**config.mk**
```make
export PLATFORM = sky130hd
export DESIGN_NAME = quicklogic_pipe_alu_flat
export DESIGN_NICKNAME = d
export VERILOG_FILES = /design/src/rtl/quicklogic_pipe_alu_if.sv /design/src/rtl/quicklogic_pipe_alu.sv /design/src/flat_wrapper.sv
export SDC_FILE = /design/constraint.sdc
export NUM_CORES = 1
export LEC_CHECK = 0
export BUFFER_PORTS_ARGS = -buffer_cell sky130_fd_sc_hd__buf_2
export CAP_MARGIN = 10
export CORE_ASPECT_RATIO = 0.7
export CORE_MARGIN = 2
export CORE_UTILIZATION = 35
export DETAILED_ROUTE_END_ITERATION = 10
export GPL_TIMING_DRIVEN = 0
export PLACE_DENSITY = 0.56
export SLEW_MARGIN = 10
export SYNTH_ARGS = -nofsm -noshare
export SYNTH_HDL_FRONTEND = slang
export SYNTH_SLANG_ARGS = --single-unit
```
**constraint.sdc**
```tcl
create_clock -name clk -period 4.9 [get_ports clk]
set_clock_uncertainty 0.1 [all_clocks]
set_input_delay 0 -clock clk [delete_from_list [all_inputs] [get_ports clk]]
set_output_delay 0 -clock clk [all_outputs]
set_load 0.01 [all_outputs]
```
**src/rtl/quicklogic_pipe_alu_if.sv**
```systemverilog
// Streaming operand/result bundle for quicklogic_pipe_alu.
// The master drives operands and result backpressure, and the slave (the adder) drives everything else.
interface quicklogic_pipe_alu_if #(
    parameter int WIDTH = 16
) ();
    logic             in_valid;
    logic             in_ready;
    logic [WIDTH-1:0] a;
    logic [WIDTH-1:0] b;
    logic             bi;
    logic             ci;
    logic             out_valid;
    logic             out_ready;
    logic [WIDTH-1:0] y;
    logic [WIDTH-1:0] x;
    logic             co;
    logic             ov;

    modport master (
        output in_valid, a, b, bi, ci, out_ready,
        input  in_ready, out_valid, y, x, co, ov
    );

    modport slave (
        input  in_valid, a, b, bi, ci, out_ready,
        output in_ready, out_valid, y, x, co, ov
    );
endinterface

```
**src/rtl/quicklogic_pipe_alu.sv**
```systemverilog
// Pipelined add/subtract unit. The WIDTH-bit ripple carry chain is cut into SEG_W-bit segments with a register between them.
// Lower result bits travel forward with the beat so that every bit reaches the output in the same cycle.
module quicklogic_pipe_alu #(
    parameter int WIDTH  = 16,
    parameter int SEG_W  = 4,
    parameter int SIGNED = 0
) (
    input  logic                   clk,
    input  logic                   rst,
    quicklogic_pipe_alu_if.slave   bus
);
    localparam int NSEG = (WIDTH + SEG_W - 1) / SEG_W;
    // The last stage consumes its operands in place, so only NSEG-1 operand registers exist.
    localparam int NOP  = (NSEG > 1) ? (NSEG - 1) : 1;

    logic                             adv_s;
    logic [WIDTH-1:0]                 b_in_s;
    logic [NSEG-1:0]                  valid_r;
    logic [NSEG-1:0]                  carry_r;
    logic [NSEG-1:0]                  carry_s;
    logic [NSEG-1:0][WIDTH-1:0]       sum_r;
    logic [NSEG-1:0][WIDTH-1:0]       sum_s;
    logic [NSEG-1:0][WIDTH-1:0]       x_r;
    logic [NSEG-1:0][WIDTH-1:0]       x_s;
    logic [NSEG-1:0][WIDTH-1:0]       a_s;
    logic [NSEG-1:0][WIDTH-1:0]       b_s;
    logic [NOP-1:0][WIDTH-1:0]        a_r;
    logic [NOP-1:0][WIDTH-1:0]        b_r;
    logic                             ov_r;
    logic                             ov_s;

    assign adv_s         = ~valid_r[NSEG-1] | bus.out_ready;
    assign bus.in_ready  = adv_s;
    assign bus.out_valid = valid_r[NSEG-1];
    assign bus.y         = sum_r[NSEG-1];
    assign bus.x         = x_r[NSEG-1];
    assign bus.co        = carry_r[NSEG-1];
    assign bus.ov        = ov_r;

    // Per-stage segment ripple: each stage adds its own slice onto the sum carried in from the previous stage.
    always_comb begin
        logic c_s;
        logic in_seg_s;
        int   kp;
        b_in_s   = bus.bi ? ~bus.b : bus.b;
        sum_s    = '0;
        x_s      = '0;
        a_s      = '0;
        b_s      = '0;
        carry_s  = '0;
        c_s      = 1'b0;
        in_seg_s = 1'b0;
        kp       = 0;
        ov_s     = 1'b0;
        for (int k = 0; k < NSEG; k++) begin
            kp = (k > 0) ? (k - 1) : 0;
            if (k == 0) begin
                a_s[k] = bus.a;
                b_s[k] = b_in_s;
                c_s    = bus.ci;
            end else begin
                a_s[k]   = a_r[kp];
                b_s[k]   = b_r[kp];
                sum_s[k] = sum_r[kp];
                x_s[k]   = x_r[kp];
                c_s      = carry_r[kp];
            end
            for (int i = 0; i < WIDTH; i++) begin
                in_seg_s    = (i >= k * SEG_W) && (i < (k + 1) * SEG_W);
                sum_s[k][i] = in_seg_s ? (a_s[k][i] ^ b_s[k][i] ^ c_s) : sum_s[k][i];
                x_s[k][i]   = in_seg_s ? (a_s[k][i] ^ b_s[k][i]) : x_s[k][i];
                c_s         = in_seg_s ? ((a_s[k][i] & b_s[k][i]) | (c_s & (a_s[k][i] ^ b_s[k][i]))) : c_s;
            end
            carry_s[k] = c_s;
        end
        // Carry into the MSB is recovered from the MSB sum bit and its operands.
        if (SIGNED != 0) begin
            ov_s = sum_s[NSEG-1][WIDTH-1] ^ a_s[NSEG-1][WIDTH-1]
                 ^ b_s[NSEG-1][WIDTH-1] ^ carry_s[NSEG-1];
        end else begin
            ov_s = 1'b0;
        end
    end

    // Pipeline registers advance together; the whole pipe freezes under backpressure.
    always_ff @(posedge clk or posedge rst) begin
        if (rst) begin
            valid_r <= '0;
            carry_r <= '0;
            sum_r   <= '0;
            x_r     <= '0;
            a_r     <= '0;
            b_r     <= '0;
            ov_r    <= 1'b0;
        end else if (adv_s) begin
            valid_r[0] <= bus.in_valid;
            for (int k = 1; k < NSEG; k++) begin
                valid_r[k] <= valid_r[k-1];
            end
            for (int k = 0; k < NSEG - 1; k++) begin
                a_r[k] <= a_s[k];
                b_r[k] <= b_s[k];
            end
            carry_r <= carry_s;
            sum_r   <= sum_s;
            x_r     <= x_s;
            ov_r    <= ov_s;
        end
    end
endmodule

```
**src/flat_wrapper.sv**
```systemverilog
// flat-port wrapper written by rule: the top's interface ports become plain ports
module quicklogic_pipe_alu_flat 
#(
    parameter int WIDTH  = 16,
    parameter int SEG_W  = 4,
    parameter int SIGNED = 0
)
  (clk, rst, bus_in_valid, bus_a, bus_b, bus_bi, bus_ci, bus_out_ready, bus_in_ready, bus_out_valid, bus_y, bus_x, bus_co, bus_ov);
  quicklogic_pipe_alu_if #(.WIDTH(WIDTH)) bus_i ();
  input  logic clk;
  input  logic rst;
  input wire logic [$bits(bus_i.in_valid)-1:0] bus_in_valid;
  input wire logic [$bits(bus_i.a)-1:0] bus_a;
  input wire logic [$bits(bus_i.b)-1:0] bus_b;
  input wire logic [$bits(bus_i.bi)-1:0] bus_bi;
  input wire logic [$bits(bus_i.ci)-1:0] bus_ci;
  input wire logic [$bits(bus_i.out_ready)-1:0] bus_out_ready;
  output wire logic [$bits(bus_i.in_ready)-1:0] bus_in_ready;
  output wire logic [$bits(bus_i.out_valid)-1:0] bus_out_valid;
  output wire logic [$bits(bus_i.y)-1:0] bus_y;
  output wire logic [$bits(bus_i.x)-1:0] bus_x;
  output wire logic [$bits(bus_i.co)-1:0] bus_co;
  output wire logic [$bits(bus_i.ov)-1:0] bus_ov;
  assign bus_i.in_valid = bus_in_valid;
  assign bus_i.a = bus_a;
  assign bus_i.b = bus_b;
  assign bus_i.bi = bus_bi;
  assign bus_i.ci = bus_ci;
  assign bus_i.out_ready = bus_out_ready;
  assign bus_in_ready = bus_i.in_ready;
  assign bus_out_valid = bus_i.out_valid;
  assign bus_y = bus_i.y;
  assign bus_x = bus_i.x;
  assign bus_co = bus_i.co;
  assign bus_ov = bus_i.ov;
  quicklogic_pipe_alu #(.WIDTH(WIDTH), .SEG_W(SEG_W), .SIGNED(SIGNED)) u_core (.clk(clk), .rst(rst), .bus(bus_i));
endmodule
```
==> results of run 1 <==
cell type report:
cell class | count | area share [%]
plain buffers | 51 | 6.45
flip-flops and latches | 136 | 40.9
clock inverters | 12 | 2.08
inverters | 28 | 1.32
multi-input cells | 195 | 31.7
repair buffers | 103 | 8.39
clock buffers | 20 | 5.49
well taps | 242 | 3.64
cell families (layout without fill, tap and decap cells):
family / after synthesis / after routing
AOI/OAI and AO/OA: 9 / 9
xor gates and xnor gates: 16 / 16
adders and majority gates: 32 / 32
buffers and inverters: 79 / 214
DFF: 136 / 136
muxes: 126 / 126
other: 1 / 1
and+or+nand+nor: 11 / 11
power by group through the flow:
| stage | combinational [mW] | clock (mW) | sequential, mW |
|---|---|---|---|
| after floorplan | 1.74 | 0 | 1.90 |
| after global placement | 2.12 | 0 | 2.02 |
| after detailed placement | 2.16 | 0 | 2.03 |
| after CTS | 2.19 | 1.38 | 2.03 |
| after global routing | 2.34 | 1.44 | 2.10 |
| final | 2.15 | 1.35 | 2.02 |
sequential cells by signal, indices dropped and copies added (netlist names):
name            count
u_core.b_r         24
u_core.x_r         24
u_core.carry_r      4
u_core.valid_r      4
u_core.bus.x       16
u_core.a_r         24
u_core.sum_r       24
u_core.bus.y       16
how the worst max path moves through the flow:
stage	startpoint	depth (start not counted)	to	slack, ns
CTS	u_core.b_r[4]	8	u_core.sum_r[23]	2.41
global route	u_core.a_r[24]	8	u_core.sum_r[43]	2.29
global placement	rst	2	u_core.a_r[6]	-0.40
finish	u_core.a_r[44]	8	u_core.bus.y[15]	2.43
detailed placement	bus_bi	10	u_core.sum_r[3]	2.03
floorplan	rst	1	u_core.a_r[10]	1.16
metal layers:
metal  vias up  GRT usage, %
li1       1571             -
met1      1773          20.6
met2        66          19.1
met3        11          3.56
met4         0          4.01
met5         -             0
Yosys cell counts, drive strengths merged:
cell type  count  area, um2
ha            16        200
nand2b         2       20.0
xor2          14        123
xnor2          2       17.5
mux2i          4       40.0
fa            16        320
dfrtp        136       3400
a21oi          9       45.0
mux2         122       1800
inv           28        105
buf           51        537
nor3b          9       67.6
conb           1       3.75
metrics by stage:
step	utilization, %	total power [mW]	std cells
floorplan	-	3.64	410
global placement	39.0	4.14	722
detailed placement	39.2	4.19	723
CTS	44.2	5.60	787
global route	44.2	5.88	787
finish	44.2	5.53	787
layout by cell type, fill, tap and decap left out, types with 14 or more instances in the layout:
cell / instances
dfrtp_1: 136
mux2_4: 114
buf_2: 71
buf_4: 34
dlygate4sd3_1: 32
inv_1: 27
clkbuf_16: 17
fa_1: 16
ha_1: 16
xor2_1: 14
critical path: cells and delay by family, from the launching register on:
family / cells / cell delay (ns)
buffers and inverters: 3 / 0.27
DFF: 1 / 0.41
AOI/OAI and AO/OA: 1 / 0.13
adders and majority gates: 4 / 1.49
repair_timing:
| item | CTS | global route |
|---|---|---|
| endpoints found under the hold margin | 99 | 0 |
| hold buffers | 32 | 0 |
| buffers inserted | 0 | 0 |
==> metrics, run 1 <==
Sequential Power Share between 30% and 40%; router iterations before antenna repair 6; Fin Setup TNS 0 ns; Finished Cell Area 8320 um2; dpl hpwl about 8800 um; clock slew at reported path FFs around 0.06 ns; CTS tree done; starting density of the core ~36%; hold worst-path end u_core.sum_r[1]; Sw Share approximately 29%; Routed WL about 13000 um; crit path capture type register; via count ~3400; htree depth 4; Cells after Synth 410; sequential cell area about 3400 um2; pin count of the biggest net entering global routing slightly below 80; crit path max fanout 3; sequential share of the synthesized area about half; Post-Syn Nets 480; CP required between 5 and 6 ns; mean routed wirelength per cell 16.2 um; power share of the clock group 24.5%; Die Y about 120 um; Final Cycle Share between 50% and 60%; clk buf depth 2; Worst Hold Slack ~0.0011 ns; DP Area 7370 um2; placer congestion estimate 0.719; Resize count post-CTS 0; Min-Delay Path Depth 5; Max Clk Rate approximately 400 MHz; layout filler cell count 1694; worst-skew pair later-pin latency about 0.42 ns; Crit-path slowest cell fa_1; die area slightly above 20000 um2; GRT Total Usage around 14%; worst rel slew slack about 64%; post-synth cell types 18; antenna diode count 0; DR DRC count 0; PortBufs 70; initial antenna violation count 0; area occupied by multi-input gates between 2000 and 3000 um2; leak pwr just over 4 nW; Met1 Routed Length 6820 um; highest routed layer met4; Crit path top cell by count fa_1; final setup vio count 0; Gate power share between 30 and 40%; # IOs between 70 and 80; simple-gate portion of the synthesized area approximately 1.3%; layout cells sized above 1 50.8%; vias per inst about 4.3; mux share of post-synthesis cell area between 20% and 30%; Max Slew Vio Count 0; launching point of the worst reg2reg path u_core.a_r[44]; Max stage delay on crit path 0.48 ns; Worst Hold Class in -> reg; WL met3 ~380 um; Switch Pwr approximately 1.6 mW; largest family of logic cells by synthesized area multiplexers; R2R Path End u_core.bus.y[15]; setup ws final about 2.4 ns; worst-margin pin slew 0.539 ns; Core Footprint around 19000 um2; total congestion overflow 0; Synth Cell Area 6680 um2; crit path kind reg -> reg; maximum VDD drop roughly 0.31 mV; CP Launch Type register; flop2flop setup slack 2.43 ns; total of max-cap violations 0; DRT iter0 DRCs 136; Rows 42; Num CTS Buffers 17; P_int between 3 and 4 mW; RSZ-0062 raised after global routing no; first-pass GRT wire length ~20000 um; area delta synth->final 24.5%; reg2reg path depth 8; min Tclk post-route about 2.5 ns; WL met2 around 5500 um; P per Cell Area 664 nW/um2; Synth Area in Adders about 8%; number of synthesized register bits between 100 and 150; final hold violations 0; status completed; fin nets roughly 600; hold_sp bus_b[1]; die width between 150 and 200 um; post-synthesis compound-gate area fraction less than 1%; CP cell instances inv_1 -> fa_1 -> inv_1 -> fa_1 -> fa_1 -> inv_1 -> fa_1 -> a21oi_1; vias in the first global route ~3600; XOR/XNOR Fraction of Synth Area about 2.1%; CTS Sinks 136; DRT antenna net count 0; Root Buffer clkbuf_16; Setup WS pre-CTS slightly above 2 ns; Post-Syn Area per Cell ~16 um2; Data arrival, critical path around 2.7 ns; number of warnings issued by yosys 0
Note: power is estimated with default switching activity, not from simulation.
==> inputs of run 2 (changes only) <==
--- a/config.mk
+++ b/config.mk
@@ -12,7 +12,7 @@
 export CORE_UTILIZATION = 35
 export DETAILED_ROUTE_END_ITERATION = 10
 export GPL_TIMING_DRIVEN = 0
-export PLACE_DENSITY = 0.56
+export PLACE_DENSITY = 0.58
 export SLEW_MARGIN = 10
 export SYNTH_ARGS = -nofsm -noshare
 export SYNTH_HDL_FRONTEND = slang
==> constraint.sdc (replaced) <==
create_clock -name clk -period 2.22 [get_ports clk]
set_clock_uncertainty 0.1 [all_clocks]
set_input_delay 0 -clock clk [delete_from_list [all_inputs] [get_ports clk]]
set_output_delay 0 -clock clk [all_outputs]
set_load 0.01 [all_outputs]
==> metrics, run 2 (synthesized netlist as in run 1, its figures left out) <==
status finished, violations left (was completed); failing checks negative setup slack; area delta synth->final 28.0% (was 24.5%); CTS Sinks 136 (unchanged); vias in the first global route 3713 (was 3604); Cells after DPL 725 (was 723); initial antenna violation count 0 (unchanged); mean routed wirelength per cell 16.3 um (was 16.2 um); clk buf depth 2 (unchanged); die area 20200 um2 (unchanged); total of max-cap violations 0 (unchanged); PortBufs 70 (unchanged); Die Y 120 um (unchanged); first-pass GRT wire length 21000 um (was 20500 um); Data arrival, critical path 2.46 ns (was 2.71 ns); vias per inst 4.35 (about the same); Routed WL 13100 um (was 12800 um); leak pwr 4.23 nW (was 4.15 nW); CP required 2.45 ns (was 5.14 ns); DP Area 7460 um2 (was 7370 um2); launching point of the worst reg2reg path u_core.b_r[4] (was u_core.a_r[44]); CTS tree done (unchanged); RSZ-0062 raised after global routing yes (was no); total congestion overflow 0 (unchanged); dpl hpwl 9010 um (was 8770 um); flop2flop setup slack -0.01 ns (was 2.43 ns); die width 169 um (unchanged); CP cell instances inv_2 -> fa_1 -> inv_1 -> fa_2 -> fa_2 -> inv_2 -> fa_1 -> a21oi_2 (was inv_1 -> fa_1 -> inv_1 -> fa_1 -> fa_1 -> inv_1 -> fa_1 -> a21oi_1); commonest non-fill, non-tap cell in the layout dfrtp_1 (unchanged); worst-margin pin slew 0.818 ns (was 0.539 ns); crit path capture type register (unchanged); Worst Hold Slack 0.0273 ns (was 0.00110 ns); antenna diode count 0 (unchanged); Core Footprint 18800 um2 (unchanged); Max stage delay on crit path 0.46 ns (was 0.48 ns); fin nets 618 (was 602); final setup vio count 1 (was 0); layout cells sized above 1 54.5% (was 50.8%); area occupied by multi-input gates 2680 um2 (was 2640 um2); Max Clk Rate 449 MHz (was 404 MHz); Worst Setup SP u_core.b_r[4] (was u_core.a_r[44]); CP Launch Type register (unchanged); placer congestion estimate 0.735 (was 0.719); GRT Total Usage 13.8% (was 13.6%); crit path kind reg -> reg (unchanged); sequential cell area 3400 um2 (unchanged); final hold violations 0 (unchanged); crit path max fanout 2 (was 3); layout filler cell count 1658 (was 1694); setup ws final -0.00956 ns (was 2.43 ns); worst rel slew slack 45.4% (was 64.0%); Root Buffer clkbuf_16 (unchanged); Crit-path slowest cell fa_1 (unchanged); router iterations before antenna repair 4 (was 6); pin count of the biggest net entering global routing 39 (was 79); DRT iter0 DRCs 158 (was 136); DRT antenna net count 0 (unchanged); min Tclk post-route 2.23 ns (was 2.47 ns); crit path to u_core.sum_r[23] (was u_core.bus.y[15]); Finished Cell Area 8560 um2 (was 8320 um2); maximum VDD drop 0.619 mV (was 0.307 mV); R2R Path End u_core.sum_r[23] (was u_core.bus.y[15]); starting density of the core 35.5% (unchanged); Num CTS Buffers 17 (unchanged); Final Cycle Share 100% (was 50.5%); Max Slew Vio Count 0 (unchanged); reg2reg path depth 8 (unchanged); Fin Setup TNS -0.00956 ns (was 0 ns); DR DRC count 0 (unchanged); commonest cells after routing, fill and taps aside dfrtp_1 (136), mux2_4 (114), buf_2 (70) (was dfrtp_1 (136), mux2_4 (114), buf_2 (71)); Finished Layout Cells 803 (was 787); # IOs 74 (unchanged); worst-skew pair later-pin latency 0.41 ns (was 0.42 ns); htree depth 4 (unchanged); clock slew at reported path FFs 0.06 ns (about the same); P per Cell Area 1460 nW/um2 (was 664 nW/um2); via count 3491 (was 3421); Rows 42 (unchanged); Worst Hold Class in -> reg (unchanged)
[run 2: cell types whose count changed in the layout (fill, tap and decap cells not counted), moves of 3 or more]
cell / change
fa_1: -9
fa_2: +9
inv_1: -8
inv_2: +8
dlygate4sd3_1: +7
buf_4: +6
buf_12: +4
clkinv_4: +4
clkinv_2: -3
[run 2: area by class of cell]
cell class                      instances  share of cell area (%)
Timing Repair Buffer                  119                    9.97
Clock inverter                         13                    2.27
Clock buffer                           19                    5.29
Multi-Input combinational cell        195                    31.4
Sequential cell                       136                    39.8
Inverter                               28                    1.27
Tap cell                              242                    3.54
Buffer                                 51                    6.54
[run 2: what timing repair did]
item,CTS,global route
buffers inserted,7,0
setup endpoints to repair,4,4
resized for setup,8,3
pin swaps,9,3
hold buffers,39,0
hold endpoints to repair,72,0
[run 2: report_power, final]
| group | internal (mW) | switching [mW] | total [mW] |
|---|---|---|---|
| Sequential | 3.65 | 0.809 | 4.46 |
| Clock | 1.95 | 1.11 | 3.07 |
| Combinational | 3.23 | 1.74 | 4.97 |
| Total | 8.84 | 3.66 | 12.5 |
[run 2: worst min-delay path by stage]
stage,cells past startpoint,endpoint,slack [ns],from
final,5,u_core.sum_r[1],0.03,bus_b[1]
after global routing,4,u_core.b_r[4],0.03,bus_bi
after CTS,5,u_core.sum_r[1],0.01,bus_b[1]
after detailed placement,2,u_core.bus.y[0],0.09,rst
after global placement,2,u_core.a_r[10],0.13,bus_a[10]
after floorplan,1,u_core.a_r[10],0.05,bus_a[10]
[run 2: per-layer routing]
layer | wire length [um] | share of wire, % | global-route usage [%] | vias to the layer above
met5 | 0 | 0 | 0 | -
met1 | 6840 | 52 | 20.7 | 1808
met2 | 5750 | 44 | 20.0 | 63
met3 | 436 | 3.3 | 3.13 | 9
li1 | - | - | - | 1611
met4 | 96 | 0.73 | 3.85 | 0
[run 2: per-stage QoR]
step	total power, mW	setup WS, ns	utilization [%]
floorplan	8.06	-0.0130	-
global placement	9.20	-0.432	39.3
detailed placement	9.33	-0.214	39.6
CTS	12.6	-0.0292	45.5
global route	13.3	-0.0954	45.5
finish	12.5	-0.00956	45.5
[run 2: worst max-delay path, delay by kind of cell (launching register included)]
family | cells | cell delay [ns]
flip-flops | 1 | 0.40
buffers and inverters | 3 | 0.19
AO/OA/AOI/OAI | 1 | 0.14
adder cells (fa/ha/maj) | 4 | 1.33
==> inputs of run 3 (changes only) <==
--- a/config.mk
+++ b/config.mk
@@ -9,10 +9,10 @@
 export CAP_MARGIN = 10
 export CORE_ASPECT_RATIO = 0.7
 export CORE_MARGIN = 2
-export CORE_UTILIZATION = 35
+export CORE_UTILIZATION = 45
 export DETAILED_ROUTE_END_ITERATION = 10
 export GPL_TIMING_DRIVEN = 0
-export PLACE_DENSITY = 0.58
+export PLACE_DENSITY = 0.7
 export SLEW_MARGIN = 10
 export SYNTH_ARGS = -nofsm -noshare
 export SYNTH_HDL_FRONTEND = slang
==> metrics, run 3 (synthesized netlist as in run 1, its figures left out) <==
commonest cells after routing, fill and taps aside dfrtp_1 (136), mux2_4 (114), buf_2 (70) (unchanged); clk buf depth 2 (unchanged); pin count of the biggest net entering global routing 40 (was 39); RSZ-0062 raised after global routing yes (unchanged); hold worst-path end u_core.b_r[4] (was u_core.sum_r[1]); R2R Path End u_core.bus.y[15] (was u_core.sum_r[23]); router iterations before antenna repair 4 (unchanged); final hold violations 0 (unchanged); P per Cell Area 1470 nW/um2 (was 1460 nW/um2); vias in the first global route 3730 (was 3713); initial antenna violation count 0 (unchanged); Cells after DPL 678 (was 725); Final Cycle Share 98.8% (was 100%); Finished Cell Area 8460 um2 (was 8560 um2); placer congestion estimate 0.757 (was 0.735); htree depth 4 (unchanged); status completed (was finished, violations left); CP required 2.45 ns (about the same); hold_sp bus_bi (was bus_b[1]); Die Y 106 um (was 120 um); via count 3450 (was 3491); Setup WS pre-CTS -0.176 ns (was -0.214 ns); Core Footprint 14600 um2 (was 18800 um2); vias per inst 4.58 (was 4.35); Met1 Routed Length 6610 um (was 6840 um); WL met3 483 um (was 436 um); total power 12.4 mW (was 12.5 mW); starting density of the core 45.7% (was 35.5%); commonest non-fill, non-tap cell in the layout dfrtp_1 (unchanged); worst-skew pair later-pin latency 0.41 ns (about the same); Max Slew Vio Count 0 (unchanged); die area 15900 um2 (was 20200 um2); Num CTS Buffers 17 (unchanged); dpl hpwl 8610 um (was 9010 um); DP Area 7400 um2 (was 7460 um2); Finished Layout Cells 753 (was 803); die width 150 um (was 169 um); Core Util, Final 57.9% (was 45.5%); layout filler cell count 1165 (was 1658); DRT antenna net count 0 (unchanged); Rows 37 (was 42); CTS Sinks 136 (unchanged); Worst Hold Slack 0.0248 ns (was 0.0273 ns); antenna diode count 0 (unchanged); DR DRC count 0 (unchanged); Data arrival, critical path 2.43 ns (was 2.46 ns); maximum VDD drop 0.672 mV (was 0.619 mV); Fin Setup TNS 0 ns (was -0.00956 ns); Min-Delay Path Depth 4 (was 5); flop2flop setup slack 0.03 ns (was -0.01 ns); WL met2 5410 um (was 5750 um); min Tclk post-route 2.19 ns (was 2.23 ns); Routed WL 12700 um (was 13100 um); total of max-cap violations 0 (unchanged); clock slew at reported path FFs 0.06 ns (about the same); first-pass GRT wire length 20500 um (was 21000 um); setup ws final 0.0257 ns (was -0.00956 ns); GRT Total Usage 17.4% (was 13.8%); crit path capture type register (unchanged); mean routed wirelength per cell 16.8 um (was 16.3 um); CP Launch Type register (unchanged); fin nets 616 (was 618); launching point of the worst reg2reg path u_core.a_r[44] (was u_core.b_r[4]); highest routed layer met4 (unchanged); DRT iter0 DRCs 146 (was 158); worst-margin pin slew 0.642 ns (was 0.818 ns); reg2reg path depth 8 (unchanged); crit path kind reg -> reg (unchanged); Worst Hold Class in -> reg (unchanged); CTS tree done (unchanged); area delta synth->final 26.6% (was 28.0%); crit path max fanout 2 (unchanged); Max Clk Rate 456 MHz (was 449 MHz); worst rel slew slack 57.1% (was 45.4%); total congestion overflow 0 (unchanged); PortBufs 70 (unchanged); Root Buffer clkbuf_16 (unchanged); leak pwr 4.20 nW (was 4.23 nW); # IOs 74 (unchanged); final setup vio count 0 (was 1); layout cells sized above 1 54.8% (was 54.5%)
## run 3: cell type report
| class | instances | area, um2 | share of cell area [%] |
|---|---|---|---|
| plain buffers | 51 | 559 | 6.61 |
| clock buffers | 20 | 457 | 5.40 |
| clock inverters | 11 | 170 | 2.01 |
| inverters | 28 | 109 | 1.29 |
| multi-input cells | 195 | 2690 | 31.7 |
| flip-flops and latches | 136 | 3400 | 40.2 |
| well taps | 195 | 244 | 2.88 |
| repair buffers | 117 | 836 | 9.87 |
## run 3: repair_timing
action	4_1_cts	5_1_grt
pin swaps	7	1
hold buffers	38	0
setup endpoints to repair	4	4
endpoints found under the hold margin	64	0
setup buffers	5	1
gates resized for setup	10	4
## run 3: where the power goes
group	internal (mW)	switching [mW]	leakage, nW
Sequential	3.65	0.811	1.58
Combinational	3.22	1.75	2.33
Clock	1.94	1.05	0.299
Total	8.81	3.61	4.20
## run 3: critical path, stage by stage, from the launching register on
cell,delay [ns]
dfrtp_1,0.40
inv_2,0.07
fa_2,0.20
inv_2,0.04
fa_2,0.36
fa_2,0.37
inv_2,0.08
fa_1,0.38
a21oi_1,0.13
## run 3: worst max path at each step
stage / to / from / slack, ns / cells after the start
after floorplan: u_core.sum_r[3] / bus_bi / -0.01 / 10
after global routing: u_core.sum_r[23] / u_core.a_r[4] / -0.06 / 8
final: u_core.bus.y[15] / u_core.a_r[44] / 0.03 / 8
after detailed placement: u_core.sum_r[3] / bus_bi / -0.18 / 10
after global placement: u_core.a_r[12] / rst / -0.37 / 2
after CTS: u_core.bus.y[15] / u_core.b_r[44] / 0.004 / 8
## run 3: metal layers
layer | global-route usage, % | vias to the layer above
li1 | - | 1599
met1 | 26.6 | 1768
met2 | 24.7 | 67
met3 | 3.39 | 16
met4 | 5.86 | 0
met5 | 0 | -
